==> src/rtl/id_inst_queue.sv <==
// Instruction queue between fetch SRAM return and decode: splits 64-bit fetch words into
// 32-bit instructions. Optional same-cycle bypass when empty: define ID_INST_QUEUE_BYPASS_EN.
module id_inst_queue #(
   parameter int DEPTH = 8,
   parameter int PC_W  = 64,
   localparam int CNT_W = $clog2(DEPTH) + 1
) (
   input  logic             clk,
   input  logic             rst,
   input  logic             flush,
   input  logic             in_valid,
   output logic             in_ready,
   input  logic [PC_W-1:0]  in_pc,
   input  logic [63:0]      in_data,
   output logic             out_valid,
   input  logic             out_ready,
   output logic [PC_W-1:0]  out_pc,
   output logic [31:0]      out_inst,
   output logic [CNT_W-1:0] count
);

   localparam int AW = CNT_W - 1;
   localparam logic [CNT_W-1:0] READY_MAX = CNT_W'(DEPTH - 2);

   logic [PC_W-1:0]  mem_pc_q   [DEPTH];
   logic [31:0]      mem_inst_q [DEPTH];
   logic [CNT_W-1:0] wr_ptr_q, wr_ptr_d;
   logic [CNT_W-1:0] rd_ptr_q, rd_ptr_d;

   logic             empty, push, pop, bypass, rd_adv, two_half;
   logic [PC_W-1:0]  first_pc, second_pc, head_pc, wpc0;
   logic [31:0]      first_inst, second_inst, head_inst, winst0;
   logic             we0, we1;
   logic [1:0]       n_write;
   logic [AW-1:0]    wr_idx0, wr_idx1;

   assign count    = wr_ptr_q - rd_ptr_q;
   assign empty    = (wr_ptr_q == rd_ptr_q);
   // Registered count only, so a two-entry push always fits and in_ready never sees out_ready.
   assign in_ready = (count <= READY_MAX);
   assign push     = in_valid & in_ready & ~flush;

   assign two_half    = ~in_pc[2];
   assign first_pc    = in_pc;
   assign first_inst  = in_pc[2] ? in_data[63:32] : in_data[31:0];
   assign second_pc   = in_pc + PC_W'(4);
   assign second_inst = in_data[63:32];

`ifdef ID_INST_QUEUE_BYPASS_EN
   assign bypass = empty & push;
`else
   assign bypass = 1'b0;
`endif

   assign out_valid = (~empty | bypass) & ~flush;
   assign pop       = out_valid & out_ready;
   assign rd_adv    = pop & ~bypass;
   assign head_pc   = bypass ? first_pc   : mem_pc_q[rd_ptr_q[AW-1:0]];
   assign head_inst = bypass ? first_inst : mem_inst_q[rd_ptr_q[AW-1:0]];
   assign out_pc    = out_valid ? head_pc   : '0;
   assign out_inst  = out_valid ? head_inst : '0;

   assign wr_idx0 = wr_ptr_q[AW-1:0];
   assign wr_idx1 = wr_idx0 + AW'(1);

   always_comb begin
      we0     = 1'b0;
      we1     = 1'b0;
      wpc0    = first_pc;
      winst0  = first_inst;
      n_write = 2'd0;
      if (push) begin
         if (bypass && out_ready) begin
            // First instruction went straight to decode; only the upper half is kept.
            if (two_half) begin
               we0     = 1'b1;
               wpc0    = second_pc;
               winst0  = second_inst;
               n_write = 2'd1;
            end
         end else begin
            we0     = 1'b1;
            n_write = 2'd1;
            if (two_half) begin
               we1     = 1'b1;
               n_write = 2'd2;
            end
         end
      end
   end

   always_comb begin
      if (flush) begin
         wr_ptr_d = '0;
         rd_ptr_d = '0;
      end else begin
         wr_ptr_d = wr_ptr_q + CNT_W'(n_write);
         rd_ptr_d = rd_ptr_q + CNT_W'(rd_adv);
      end
   end

   always_ff @(posedge clk or posedge rst) begin
      if (rst) begin
         wr_ptr_q <= '0;
         rd_ptr_q <= '0;
      end else begin
         wr_ptr_q <= wr_ptr_d;
         rd_ptr_q <= rd_ptr_d;
      end
   end

   always_ff @(posedge clk) begin
      if (we0) begin
         mem_pc_q[wr_idx0]   <= wpc0;
         mem_inst_q[wr_idx0] <= winst0;
      end
      if (we1) begin
         mem_pc_q[wr_idx1]   <= second_pc;
         mem_inst_q[wr_idx1] <= second_inst;
      end
   end

endmodule

==> config.mk <==
export PLATFORM = sky130hd
export DESIGN_NAME = id_inst_queue
export DESIGN_NICKNAME = d
export VERILOG_FILES = /design/src/rtl/id_inst_queue.sv
export SDC_FILE = /design/constraint.sdc
export NUM_CORES = 1
export LEC_CHECK = 0
export CAP_MARGIN = 15
export CORE_MARGIN = 10
export CORE_UTILIZATION = 40
export DETAILED_ROUTE_END_ITERATION = 10
export GPL_ROUTABILITY_DRIVEN = 0
export PLACE_DENSITY = 0.57
export SLEW_MARGIN = 20
export SYNTH_ARGS = -nofsm -noshare
export SYNTH_HDL_FRONTEND = slang
export SYNTH_SLANG_ARGS = --single-unit
==> constraint.sdc <==
create_clock -name clk -period 12.6 [get_ports clk]
set_input_delay 3.78 -clock clk [delete_from_list [all_inputs] [get_ports clk]]
set_output_delay 3.78 -clock clk [all_outputs]
set_load 0.05 [all_outputs]
Yosys cells after proc, flatten, opt, wreduce, memory -nomap -nowiden:

Memories as Yosys holds them, arrays and structs flattened.
Cells that the tools add are included.

* bits in latches: 0
* memories kept: 2
* RAM bits: 768
* ROM bits: 0
* bits of input ports: 133
* bits in registers: 8

Memory list
* mem_pc_q: words 8, width 64, read ports 1, clocked after Yosys merged registers in 0, write ports 2, line 25 `logic [PC_W-1:0] mem_pc_q [DEPTH];`
* mem_inst_q: words 8, width 32, read ports 1, clocked after Yosys merged registers in 0, write ports 2, line 26 `logic [31:0] mem_inst_q [DEPTH];`

* divide/modulo/power cells: 0
* shifts and indexed selects: 0
* eq/ne operators: 1
* multipliers: 0
* $lt $le $gt $ge: 1
* add/subtract/negate cells: 5
* mux-type cells: 14
* bitwise logic cells: 6
* reductions and logical operators: 0

Operators by type and width (number)
* adder 64 x 3 -> 64 bit (second input constant): 1
* 2-to-1 mux 32 bit: 2
* 2-to-1 mux 64 bit: 1
* 2-to-1 mux 4 bit: 2
* 2-to-1 mux 1 bit: 7
* adder 4 x 1 -> 4 bit: 1
* adder 4 x 2 -> 4 bit: 1
* bitwise AND 1 bit: 4
* == test 4 bit: 1
* less-or-equal comparator 4 x 3 -> 1 bit (second input constant): 1
* 2-to-1 mux 2 bit: 2
* subtractor 4 bit: 1
* adder 3 x 1 -> 3 bit (second input constant): 1
* inverter 1 bit: 2

Depth between registers and ports, before layout:

* depth after elaboration: 7
* gate-level depth with buffers: 16

Worst setup path after synthesis:

OpenSTA, ideal clock, no wires.

* kind: input to register
* start point: input port flush
* end point: memory mem_inst_q[1][0] (enable)
* path buffers: 1
* slack: -2.405 ns
* stages: 4
* required time: 11.789 ns
* data arrival time: 14.194 ns
* cells stage by stage: buf_2 nand2b_1 or3_1 o41ai_1

RTL lines
* from (decl): line 10 `input logic flush,`
* to (decl): line 26

Worst setup path in the final report:

* start point: input port flush
* end point: output port out_inst[14]

* cells in the longest elaborated chain, start to end: 3

RTL lines
* inverter 1 bit: line 55 `assign out_valid = (~empty | bypass) & ~flush;`
* bitwise AND 1 bit: line 55
* 2-to-1 mux 32 bit: line 61 `assign out_inst = out_valid ? head_inst : '0;`
* to (decl): line 18 `output logic [31:0] out_inst,`

No other way between the ends.

==> metrics.log <==
[metrics] Core Rows: 112
[metrics] element type at the critical path end: output pin
[metrics] width of the die: 327 µm
[metrics] layout cells sized above 1: 13.7%
[metrics] vias in the first global route: 24300
[metrics] final period utilization: 82.5%
[metrics] area share of the leading cell type in the synthesized netlist: 61.1%
[metrics] reg-to-reg critical path startpoint: rd_ptr_q[2]$_DFF_PP0_
[metrics] post-CTS clock slew at the launch and capture registers of the worst setup and hold paths: 0.06 ns
[metrics] gr ovfl total: 0
[metrics] FFs w/ async S/R, synth: 1.03%
[metrics] total clock sinks: 776
[metrics] Inserted Clock Buffers: 86
[metrics] summed negative setup slack over all endpoints: 0 ns
[metrics] DRC violation count after routing: 0
[metrics] TritonCTS clock tree: yes
[metrics] count of warnings emitted by yosys: 0
[metrics] flops & latches, synth: 776
[metrics] Initial Util: 40.4%
[metrics] violation count after the first detailed-route iteration: 2274
[metrics] Max Root-Sink Buffers: 3
[metrics] Gates resized, CTS repair: 0
[metrics] Global Route Usage Sum: 19.7%
[metrics] static leakage power: 0.0139 µW
[metrics] count of antenna-violating nets left after detailed routing: 0
[metrics] measured slew at the worst slew-check pin: 1.12 ns
[metrics] post-synth top area cell: sky130_fd_sc_hd__edfxtp_1
[metrics] number of hold-repair buffers added at the cts stage: 0
[metrics] post-route clock skew: 0.0297 ns
[metrics] half-perimeter wire length of the detailed placement result: 61600 µm
[metrics] post-layout net count: 3000
[metrics] H-tree depth: 3
[metrics] part of the Yosys area used for sequential elements: 61.6%
[metrics] final instance count without filler cells: 4174
[metrics] total power consumption of the routed design: 5950 µW
[metrics] DR WL/cell: 25.5 µm
[metrics] worst ir drop on vdd: 0.0000848 V
[metrics] Hold Startpoint: rd_ptr_q[3]$_DFF_PP0_
[metrics] unrepaired setup endpoints after global routing: false
[metrics] Max Clk Rate: 0.0962 GHz
[metrics] required time at the endpoint of the critical path: 8.82 ns
[metrics] number of max-cap violations: 0
[metrics] Post-Place Worst Slack: 2.18 ns
[metrics] Worst Hold Class: reg -> reg
[metrics] number of distinct library cell variants in the gate-level netlist after synthesis: 46
[metrics] largest net degree at the start of global routing: 133
[metrics] CP Data Arrival Time: 6.61 ns
[metrics] Max Transition Viols Final: 0
[metrics] filler cell count in the final layout: 8261
[metrics] cell area after technology mapping: 37800 µm²
[metrics] first-pass GRT wire length: 158000 µm
[metrics] DIE HEIGHT: 327 µm
[metrics] Post-DP Area: 40300 µm²
[metrics] number of port buffers: 234
[metrics] clock latency at the later pin of the worst-skew pair: 0.65 ns
[metrics] final wirelength: 106000 µm
[metrics] Synth Instances: 2973
[metrics] area of the core region: 93500 µm²
[metrics] Primary FF master, synth: sky130_fd_sc_hd__edfxtp_1
[metrics] CP Class: in -> out
[metrics] Mapped Nets: 3117
[metrics] number of synthesized flops with an enable pin: 768
[metrics] post-route cell area: 42900 µm²
[metrics] final worst path period need: 10.39 ns
[metrics] DP Cell Count: 4020
[metrics] Fin. Hold Viols: 0
[metrics] Die Outline Area: 107000 µm²
[metrics] commonest cells after routing, fill and taps aside: 768 x sky130_fd_sc_hd__edfxtp_1, 381 x sky130_fd_sc_hd__nor2_1, 355 x sky130_fd_sc_hd__a21oi_1
[metrics] status: finished, final reports clean
[metrics] setup violation total in the final timing report: 0
[metrics] category of the worst setup path launch point: input port
[metrics] ports placed on the boundary: 235
[metrics] number of antenna violations at the first check in global routing: 9
[metrics] routed vias/inst: 5.53
[metrics] total power density per cell area: 139 nW/µm²
[metrics] worst rel slew slack: 25.5%
[metrics] detailed-route via count: 23100
[metrics] worst setup path start: flush
[metrics] mean instance size in the synthesized netlist: 12.7 µm²
[metrics] setup slack of the critical path after layout: 2.21 ns
[metrics] number of iterations in the first detailed-routing pass: 6
[metrics] largest cells by area after synthesis: sky130_fd_sc_hd__edfxtp_1 61%, sky130_fd_sc_hd__mux4_2 11%, sky130_fd_sc_hd__a21oi_1 4.7%
[metrics] leading cell type in the layout, fill and taps excluded: sky130_fd_sc_hd__edfxtp_1
[metrics] number of buffers added for setup after CTS: 0
[metrics] Clock Tree Root: sky130_fd_sc_hd__clkbuf_16
[metrics] critical path peak fanout: 57
[metrics] layout overhead on the synthesized area: 13.7%
cells in the mapped netlist (all sizes together) (13+ instances only):
| library cell | count |
|---|---|
| a21oi | 355 |
| buf | 132 |
| clkbuf | 362 |
| edfxtp | 768 |
| inv | 13 |
| mux2i | 32 |
| mux4 | 192 |
| nand2 | 283 |
| nand4 | 21 |
| nor2 | 381 |
| nor3 | 70 |
| nor4 | 22 |
| xnor2 | 53 |
| xor2 | 196 |
layout make-up:
type	count	area [µm²]	share of cell area (%)
flip-flops and latches	776	23300	54.2
multi-input cells	1690	12600	29.4
repair buffers	289	2790	6.49
clock buffers	106	2290	5.34
well taps	1254	1570	3.65
clock inverters	43	310	0.723
inverters	13	51.3	0.119
diodes	3	7.51	0.0175
worst max-delay path: stages:
cell and delay (ns):
sky130_fd_sc_hd__clkdlybuf4s50_1 0.70, sky130_fd_sc_hd__a41o_4 0.68, sky130_fd_sc_hd__buf_4 0.53, sky130_fd_sc_hd__a21oi_1 0.10, sky130_fd_sc_hd__clkdlybuf4s50_1 0.73
where the power goes:
part / total (µW) / switching, µW / internal [µW]
registers: 2940 / 21.4 / 2920
clock network: 2390 / 1020 / 1360
logic: 630 / 394 / 236
total: 5950 / 1440 / 4520
metrics by stage:
step	utilization (%)	hold WS, ns
floorplan	-	0.561
global placement	43.1	0.586
detailed placement	43.1	0.606
CTS	45.9	0.617
global route	45.9	0.654
finish	45.9	0.617
logic make-up (layout without fill, tap and decap cells):
group / after synthesis / count (layout) / share of synthesized area (%)
fa+ha+maj: 11 / 11 / 0.404
compound gates: 392 / 392 / 5.49
other cells: 0 / 3 / 0
flops: 776 / 776 / 61.6
buf+inv: 507 / 451 / 5.33
simple gates: 814 / 814 / 9.10
xor+xnor: 249 / 249 / 5.79
mux: 224 / 224 / 12.3
final timing paths:
check,end,slack (ns),cells after the start
setup / recovery,out_inst[14],2.21,5
hold reg to reg,rd_ptr_q[3]$_DFF_PP0_,0.62,2
setup reg to reg,mem_pc_q[7][21]$_DFFE_PP_,6.30,9
max in group asynchronous,rd_ptr_q[0]$_DFF_PP0_,8.86,2
hold / removal,rd_ptr_q[3]$_DFF_PP0_,0.62,2
min in group asynchronous,rd_ptr_q[3]$_DFF_PP0_,3.47,2
registers in the layout, summed over array words and instances, names as in the netlist:
name        cells
wr_ptr_q        4
mem_inst_q    256
mem_pc_q      512
rd_ptr_q        4
per-layer routing:
metal	wire length, µm	global-route usage (%)	part of all wire [%]
met4	2740	5.80	2.6
met2	52100	33.0	49
met3	7380	4.15	6.9
met1	44100	25.6	41
met5	69	0	0.065
(Power assumes the default switching activity.)
